--- config.mk ---
export PLATFORM = sky130hd
export DESIGN_NAME = gray_code_display_top
export DESIGN_NICKNAME = d
export VERILOG_FILES = /design/src/rtl/gray_code_display_top.sv
export SDC_FILE = /design/constraint.sdc
export NUM_CORES = 1
export LEC_CHECK = 0
export CAP_MARGIN = 20
export CORE_MARGIN = 2
export CORE_UTILIZATION = 40
export CTS_CLUSTER_DIAMETER = 100
export DETAILED_ROUTE_END_ITERATION = 8
export PLACE_DENSITY_LB_ADDON = 0.3
export RECOVER_POWER = 50
export SLEW_MARGIN = 10
export SYNTH_ARGS = -nofsm -noshare
export SYNTH_HDL_FRONTEND = slang
export SYNTH_SLANG_ARGS = --single-unit
--- constraint.sdc ---
create_clock -name CLK100MHZ -period 2.4 [get_ports CLK100MHZ]
set_input_delay 0.48 -clock CLK100MHZ [delete_from_list [all_inputs] [get_ports CLK100MHZ]]
set_output_delay 0.48 -clock CLK100MHZ [all_outputs]
set_load 0.05 [all_outputs]
--- src/rtl/gray_code_display_top.sv ---
// ============================================================================
// gray_code_display_top
// ----------------------------------------------------------------------------
// Board-level code converter for Nexys-class boards.
//
// A WIDTH-bit code is sampled from the slide switches and converted in one of
// four modes selected by SW[15:14]:
//    00 : binary -> Gray
//    01 : Gray   -> binary
//    10 : free-running up counter, Gray-coded output
//    11 : free-running down counter, Gray-coded output
// The result is registered, echoed on the LEDs, and both the result and the
// source value are shown as hex on the 8-digit multiplexed 7-segment display.
//
// Data path is two register stages deep. Stage 1 captures the mode and code
// (in_q / mode_q). Stage 2 computes res_q. A switch change therefore reaches
// the LEDs two clocks later.
//
// Parameters
//    WIDTH     code width in bits, 1..12
//    SCAN_DIV  clocks per display digit slot, >= 2
//    STEP_DIV  clocks per counter step in the counter modes, >= 2
//
// Ports
//    CLK100MHZ  in   system clock, rising edge
//    RST        in   synchronous reset, active high
//    SW[15:0]   in   [WIDTH-1:0] code, [13] HOLD, [15:14] MODE
//    LED[15:0]  out  [WIDTH-1:0] result, [13] HOLD echo, [15:14] MODE echo
//    AN[7:0]    out  digit enables, active low, AN[0] = rightmost digit
//    A2G[6:0]   out  segments a..g, active low, A2G[6] = a
//
// Display layout
//    Digits 0..3 show nibbles 0..3 of the result, digits 4..7 show nibbles
//    0..3 of the source value (in_q, or the counter in counter modes).
//    Nibbles at or above ceil(WIDTH/4) are always dark.
//
// Build option
//    LEADING_ZERO_BLANK_EN : when defined, leading zero nibbles of each half
//    are blanked as well (nibble 0 stays lit so a zero value shows one '0').
//    When undefined, every existing nibble is shown, leading zeros included.
// ============================================================================
module gray_code_display_top #(
   parameter int WIDTH    = 8,
   parameter int SCAN_DIV = 100000,
   parameter int STEP_DIV = 50000000
) (
   input  logic        CLK100MHZ,
   input  logic        RST,
   input  logic [15:0] SW,
   output logic [15:0] LED,
   output logic [7:0]  AN,
   output logic [6:0]  A2G
);

   // -------------------------------------------------------------------------
   // Derived constants
   // -------------------------------------------------------------------------
   localparam int NH     = (WIDTH + 3) / 4;           // hex digits per half
   localparam int SCAN_W = $clog2(SCAN_DIV);
   localparam int STEP_W = $clog2(STEP_DIV);

   localparam logic [SCAN_W-1:0] SCAN_LAST = SCAN_W'(SCAN_DIV - 1);
   localparam logic [STEP_W-1:0] STEP_LAST = STEP_W'(STEP_DIV - 1);
   localparam logic [1:0]        TOP_FULL  = 2'(NH - 1);

   // -------------------------------------------------------------------------
   // Switch field decode
   // -------------------------------------------------------------------------
   logic [WIDTH-1:0] sw_code;
   logic             sw_hold;
   logic [1:0]       sw_mode;

   assign sw_code = SW[WIDTH-1:0];
   assign sw_hold = SW[13];
   assign sw_mode = SW[15:14];

   // Bits between the code field and HOLD carry no function.
   logic unused_sw;
   assign unused_sw = &{1'b0, SW};

   // -------------------------------------------------------------------------
   // Registered state
   // -------------------------------------------------------------------------
   logic [WIDTH-1:0]  in_q;
   logic [1:0]        mode_q;
   logic              hold_reg;
   logic [WIDTH-1:0]  cnt;
   logic [STEP_W-1:0] step_pre_reg;
   logic [WIDTH-1:0]  res_q;
   logic [SCAN_W-1:0] scan_pre_reg;
   logic [2:0]        idx_reg;
   logic [7:0]        an_reg;
   logic [6:0]        a2g_reg;

   // -------------------------------------------------------------------------
   // Stage 1 control
   // -------------------------------------------------------------------------
   // Entering a counter mode is detected on the same edge that moves mode_q
   // into 10/11, so the counter already holds the seed value on the first
   // cycle the data path reads it. Hopping directly between 10 and 11 is not
   // an entry and keeps both count and prescaler phase.
   logic enter_count;
   logic step_run;
   logic step_fire;

   assign enter_count = sw_mode[1] & ~mode_q[1];
   assign step_run    = mode_q[1] & ~sw_hold;
   assign step_fire   = step_run & (step_pre_reg == STEP_LAST);

   always_ff @(posedge CLK100MHZ) begin
      if (RST) begin
         in_q         <= '0;
         mode_q       <= 2'b00;
         hold_reg     <= 1'b0;
         cnt          <= '0;
         step_pre_reg <= '0;
      end else begin
         mode_q   <= sw_mode;
         hold_reg <= sw_hold;

         if (!sw_hold) begin
            in_q <= sw_code;
         end

         if (enter_count) begin
            cnt          <= in_q;
            step_pre_reg <= '0;
         end else if (step_fire) begin
            step_pre_reg <= '0;
            cnt          <= mode_q[0] ? (cnt - WIDTH'(1)) : (cnt + WIDTH'(1));
         end else if (step_run) begin
            step_pre_reg <= step_pre_reg + STEP_W'(1);
         end
      end
   end

   // -------------------------------------------------------------------------
   // Stage 2 conversion
   // -------------------------------------------------------------------------
   logic [WIDTH-1:0] src;
   logic [WIDTH-1:0] src_gray;
   logic [WIDTH-1:0] src_bin;
   logic [WIDTH-1:0] res_next;

   assign src      = mode_q[1] ? cnt : in_q;
   assign src_gray = src ^ (src >> 1);

   // Gray -> binary: each output bit is the parity of all code bits at and
   // above it. Written as independent reductions to keep the cone flat.
   genvar gi;
   generate
      for (gi = 0; gi < WIDTH; gi++) begin : g_g2b
         assign src_bin[gi] = ^src[WIDTH-1:gi];
      end
   endgenerate

   always_comb begin
      res_next = src_gray;
      if (mode_q == 2'b01) begin
         res_next = src_bin;
      end
   end

   always_ff @(posedge CLK100MHZ) begin
      if (RST) begin
         res_q <= '0;
      end else begin
         res_q <= res_next;
      end
   end

   // -------------------------------------------------------------------------
   // LED echo
   // -------------------------------------------------------------------------
   logic [15:0] led_next;

   always_comb begin
      led_next              = '0;
      led_next[WIDTH-1:0]   = res_q;
      led_next[13]          = hold_reg;
      led_next[15:14]       = mode_q;
   end

   assign LED = led_next;

   // -------------------------------------------------------------------------
   // Display nibble extraction
   // -------------------------------------------------------------------------
   // Both halves are zero-extended to four nibbles; nibbles beyond the code
   // width read as zero and are blanked by the lit test below.
   logic [15:0] res_ext;
   logic [15:0] src_ext;
   logic [3:0]  res_nib [4];
   logic [3:0]  src_nib [4];

   assign res_ext = 16'(res_q);
   assign src_ext = 16'(src);

   generate
      for (gi = 0; gi < 4; gi++) begin : g_nib
         assign res_nib[gi] = res_ext[4*gi +: 4];
         assign src_nib[gi] = src_ext[4*gi +: 4];
      end
   endgenerate

   // Highest nibble index that is lit in each half.
   logic [1:0] res_top;
   logic [1:0] src_top;

`ifdef LEADING_ZERO_BLANK_EN
   function automatic logic [1:0] top_nibble(input logic [15:0] v);
      logic [1:0] t;
      t = 2'd0;
      for (int n = 1; n < 4; n++) begin
         if (v[4*n +: 4] != 4'h0) begin
            t = 2'(n);
         end
      end
      return t;
   endfunction

   assign res_top = top_nibble(res_ext);
   assign src_top = top_nibble(src_ext);
`else
   assign res_top = TOP_FULL;
   assign src_top = TOP_FULL;
`endif

   // -------------------------------------------------------------------------
   // Hex to 7-segment, active low, {a,b,c,d,e,f,g}
   // -------------------------------------------------------------------------
   function automatic logic [6:0] hex7(input logic [3:0] d);
      logic [6:0] s;
      case (d)
         4'h0:    s = 7'b0000001;
         4'h1:    s = 7'b1001111;
         4'h2:    s = 7'b0010010;
         4'h3:    s = 7'b0000110;
         4'h4:    s = 7'b1001100;
         4'h5:    s = 7'b0100100;
         4'h6:    s = 7'b0100000;
         4'h7:    s = 7'b0001111;
         4'h8:    s = 7'b0000000;
         4'h9:    s = 7'b0000100;
         4'hA:    s = 7'b0001000;
         4'hB:    s = 7'b1100000;
         4'hC:    s = 7'b0110001;
         4'hD:    s = 7'b1000010;
         4'hE:    s = 7'b0110000;
         default: s = 7'b0111000;
      endcase
      return s;
   endfunction

   // -------------------------------------------------------------------------
   // Scan timing
   // -------------------------------------------------------------------------
   always_ff @(posedge CLK100MHZ) begin
      if (RST) begin
         scan_pre_reg <= '0;
         idx_reg      <= 3'd0;
      end else if (scan_pre_reg == SCAN_LAST) begin
         scan_pre_reg <= '0;
         idx_reg      <= idx_reg + 3'd1;
      end else begin
         scan_pre_reg <= scan_pre_reg + SCAN_W'(1);
      end
   end

   // -------------------------------------------------------------------------
   // Digit select and output registers
   // -------------------------------------------------------------------------
   // Enable and pattern are derived from the same idx value and latched on the
   // same edge, so a newly selected digit never shows the previous pattern.
   logic [1:0] slot_nib;
   logic       slot_src;
   logic [3:0] slot_digit;
   logic [1:0] slot_top;
   logic       slot_lit;
   logic [7:0] an_next;
   logic [6:0] a2g_next;

   always_comb begin
      slot_nib   = idx_reg[1:0];
      slot_src   = idx_reg[2];
      slot_digit = slot_src ? src_nib[slot_nib] : res_nib[slot_nib];
      slot_top   = slot_src ? src_top : res_top;
      slot_lit   = (slot_nib <= slot_top);
      an_next    = 8'hFF;
      a2g_next   = 7'h7F;
      if (slot_lit) begin
         an_next  = ~(8'b1 << idx_reg);
         a2g_next = hex7(slot_digit);
      end
   end

   always_ff @(posedge CLK100MHZ) begin
      if (RST) begin
         an_reg  <= 8'hFF;
         a2g_reg <= 7'h7F;
      end else begin
         an_reg  <= an_next;
         a2g_reg <= a2g_next;
      end
   end

   assign AN  = an_reg;
   assign A2G = a2g_reg;

endmodule

======== Word level (Yosys, flattened, before mapping) ========
Memories as Yosys holds them, arrays and structs flattened. A register that Yosys moved wholly into a read port is not among the register bits.
Index checks and enable logic that the tools add are counted.
storage, ports and cells
  ROM bits ................................ 112
  input port bits ......................... 18
  register bits ........................... 81
  word-level logic and storage cells ...... 53
  output and inout port bits .............. 31
  memories ................................ 1
memories
  name              depth  bits a word  rd ports  clocked after Yosys merged registers in  wr ports  line  source
  (name not given)  16     7            1         1                                        0         234   case (d)
operators by class
  reductions and logical operators ........ 11
  add/subtract/negate cells ............... 5
  bitwise operators ....................... 9
  multiplexer cells ....................... 12
  equal/unequal tests ..................... 3
  magnitude comparators ................... 2
  shifts and indexed selects .............. 1
operator list
  kind                     count
  $mux W8                  5
  $add A26 B1 Y26 const B  1
  $eq A26 B26 Y1 const B   1
  $mux W4                  5
  $add A17 B1 Y17 const B  1
  $eq A17 B17 Y1 const B   1
  $bmux W4 S2              2
  $add A8 B1 Y8 const B    1
  $not A8 Y8               1
  $reduce_xor A8 Y1        1
  $shl A1 B3 Y8 const A    1
  $sub A8 B1 Y8 const B    1
  $xor A8 B7 Y8            1
  $reduce_xor A7 Y1        1
  $reduce_xor A6 Y1        1
  $reduce_xor A5 Y1        1
  $reduce_or A2 Y1         2
  $reduce_xor A4 Y1        1
  $add A3 B1 Y3 const B    1
  $and A1 B1 Y1            3
  $ge A3 B3 Y1 const B     1
  $not A1 Y1               3
  $not A2 Y3               1
  $reduce_or A3 Y1         1
  other kinds (5)          5

======== Logic depth before layout (Yosys ltp) ========
  depth after elaboration ................. 5
  mapped depth ............................ 10
  mapped depth without buffers ............ 8

======== Worst setup path before layout ========
OpenSTA, ideal clock, no wires.
  path kind ............................... reg-to-reg
  from .................................... register mode_q[1]
  to ...................................... register a2g_reg[6], in the netlist A2G[6]
  cell stages (with the launch flop) ...... 10
  period minus slack after synthesis ...... 2.478 ns
  slack ................................... -0.078 ns
  arrival time ............................ 2.324 ns
  path through ............................ dfxtp_1 -> buf_2 -> buf_4 -> mux2i_1 -> o221ai_1 -> inv_1 -> ha_1 -> a21boi_0 -> o21ai_0 -> nand4_1
on the way
  word-level cells in the longest chain between the ends .. 5
RTL lines
  element                                     line  source
  start: declaration                          85    logic [1:0] mode_q;
  start signal: assignment                    118   mode_q <= sw_mode;
  $mux W8                                     145   assign src = mode_q[1] ? cnt : in_q;
  $bmux W4 S2                                 286   slot_digit = slot_src ? src_nib[slot_nib] : res_nib[slot_nib];
  $mux W4 (not written as such) (2 in a row)  286
  $mux W4                                     286
  end: declaration                            93    logic [6:0] a2g_reg;
No other way between the ends. The select of a mux whose other input is x is not followed.
A chain may end at the register's enable or synchronous reset.

======== Final worst setup path ========
  from .................................... input RST
  to ...................................... register step_pre_reg[8]
on the way
  word-level cells in the longest chain between the ends .. 1
RTL lines
  element                            line  source
  start: declaration                 48    input logic RST,
  $reduce_or A3 Y1 (no source line)  --
  end signal: assignment             132   step_pre_reg <= step_pre_reg + STEP_W'(1);
  end: declaration                   88    logic [STEP_W-1:0] step_pre_reg;
No other way between the ends.

==> impl_metrics.ini <==
[yosys]
async_flop_share = 0
synth.distinct_cells = 63
synth_area_mm2 = 0.00460
netlist_instances = 514
synth_area_per_cell_um2 = 8.96
synth_seq_area_share = 0.383
synth.ff_latch_count = 88
synth_edf_count = 0
ys_warn_count = 0
synthFlopType = dfxtp_1

[timing]
relSlewSlack = 0.356
fin_setup_tns_ns = 0
setup_viol_count_final = 0
finalCritPeriodShare = 0.926
whs_ns = 0.459
worst_pin_slew_ns = 0.966
slew_viol_final = 0
fin_ws_ns = 0.178
finalClockSkew_ns = 0.00919
maxClockFrequency_mhz = 450
layout_min_cycle_time_ns = 2.22
hold_viol = 0
rsz0062_at_grt = false

[routing]
drc = 0
wirelength_mm = 9.77
first_pass_iters = 4
vias = 3730
wl_per_cell_um = 13.7
drt.antenna.violating_nets = 0
drt-initial-drc-count = 224
avgViaCountPerCell = 5.22

[floorplanning]
fp.dieH_um = 111
pin_count = 49
initial_utilization = 0.407
num_rows = 39
die_w_um = 111
core_area_mm2 = 0.0113
dieArea_mm2 = 0.0124

[cts]
clk_latency_ns = 0.34
holdBufCountCts = 0
cts_buffer_depth = 2
htreeDepth = 3
clock-sinks = 88
cts_buffers = 9
cts_root_buffer = clkbuf_16
cts_tree = built
clk_pin_slew_ns = 0.06

[worst_setup_path]
required_ns = 2.62
crit_path_end_kind = flop
worstPathCellList = dlygate4sd3_1, clkbuf_1, nand2b_1, clkbuf_4, nor2_1
worstPathMaxFanout = 26
cp.arrival_ns = 2.44
critPathSlowestCell = clkbuf_1
start_kind = primary input
path_class = primary input to flop
slowest_delay_ns = 0.74

[run]
drv_cap = 0

[status]
status = completed

[place]
place_ws_ns = 0.0568
gp_congestion = 0.892
io_buffer_count = 38
hpwl_mm = 7.30
dp.cells = 699

[cells_and_area]
fin_cells = 715
antenna_cells = 0
syn_to_final_growth_pct = 20.1
layout-drive-gt1-share = 0.0927
nets = 606
seq_area_mm2 = 0.00176
largest_register_ffs = 26
fillers = 1095
final_cell_mix = 86 x dfxtp_1, 82 x nor2_1, 39 x xor2_1, 33 x nand2_1, 25 x xnor2_1
final_core_util = 0.488
multi_input_area_mm2 = 0.00265
final_common_cell = dfxtp_1

[worst_hold_path]
holdCritPathClass = flop to flop

[power]
vdd_drop_max_mv = 0.358
p_leak_nw = 2.17
pwr_density_cell_mw_per_mm2 = 639

[global_route]
track_usage = 0.166
grt_pass1_vias = 3647
grt_start_max_net_pins = 27
grt_antenna_before_repair = 0
grt_pass1_wl_mm = 17.0
grt.overflow.total = 0
through the flow:
stage,area (um^2),total power [W]
after floorplan,4620,0.00200
after global placement,5240,0.00216
after detailed placement,5240,0.00217
after CTS,5530,0.00358
after global routing,5530,0.00369
final,5530,0.00353
critical path, delay by kind of cell:
kind | cells | cell delay [ns]
buffers and inverters | 3 | 1.66
AND/OR/NAND/NOR | 2 | 0.29
timing repair:
| item | 4_1_cts | 5_1_grt |
|---|---|---|
| buffers inserted | 0 | 0 |
| resized for setup | 0 | 2 |
| endpoints found under the setup margin | 0 | 2 |
path summary, 6_finish.rpt:
path | cells past startpoint | from | slack (ns) | to
max | 5 | RST | 0.18 | step_pre_reg[8]
min | 1 | scan_pre_reg[0] | 0.46 | scan_pre_reg[0]
max reg2reg | 7 | mode_q[0] | 0.22 | cnt[6]
min reg2reg | 1 | scan_pre_reg[0] | 0.46 | scan_pre_reg[0]
cell type report:
class | count | share of cell area
well taps | 143 | 0.0324
clock buffers | 10 | 0.0414
inverters | 19 | 0.0129
flip-flops and latches | 88 | 0.319
repair buffers | 65 | 0.103
clock inverters | 6 | 0.0125
multi-input cells | 384 | 0.479
logic make-up after synthesis:
group,synth area share
simple gates,0.221
flops,0.383
xor+xnor,0.132
compound gates,0.0878
buf+inv,0.0468
mux,0.0704
fa+ha+maj,0.0587
other cells,0.000815
power by group:
part / internal [W] / switching (W)
sequential: 0.00151 / 0.0000487
combinational: 0.000227 / 0.000339
clock: 0.000813 / 0.000590
synth_stat cells (all sizes together), types with 6 or more instances:
cell type,instances,share of area
dfxtp,88,0.38
ha,20,0.054
nand4,12,0.016
xor2,39,0.074
nor2,82,0.067
nand2,33,0.027
nand3,21,0.023
nor3,9,0.011
xnor2,25,0.048
buf,19,0.025
inv,19,0.015
mux2i,24,0.056
o21ai,8,0.0087
and3,8,0.011
nor2b,7,0.0095
a211oi,6,0.0098
a21oi,12,0.013
clkbuf,8,0.0065
routing by layer:
metal | wire, um | share of wire | track usage | up-vias
met5 | 0 | 0 | 0 | -
met1 | 4440 | 0.45 | 0.206 | 1766
met4 | 172 | 0.018 | 0.0626 | 0
met3 | 398 | 0.041 | 0.0437 | 13
li1 | - | - | - | 1870
met2 | 4750 | 0.49 | 0.278 | 81
No activity file was read; power rests on OpenSTA's default activity.
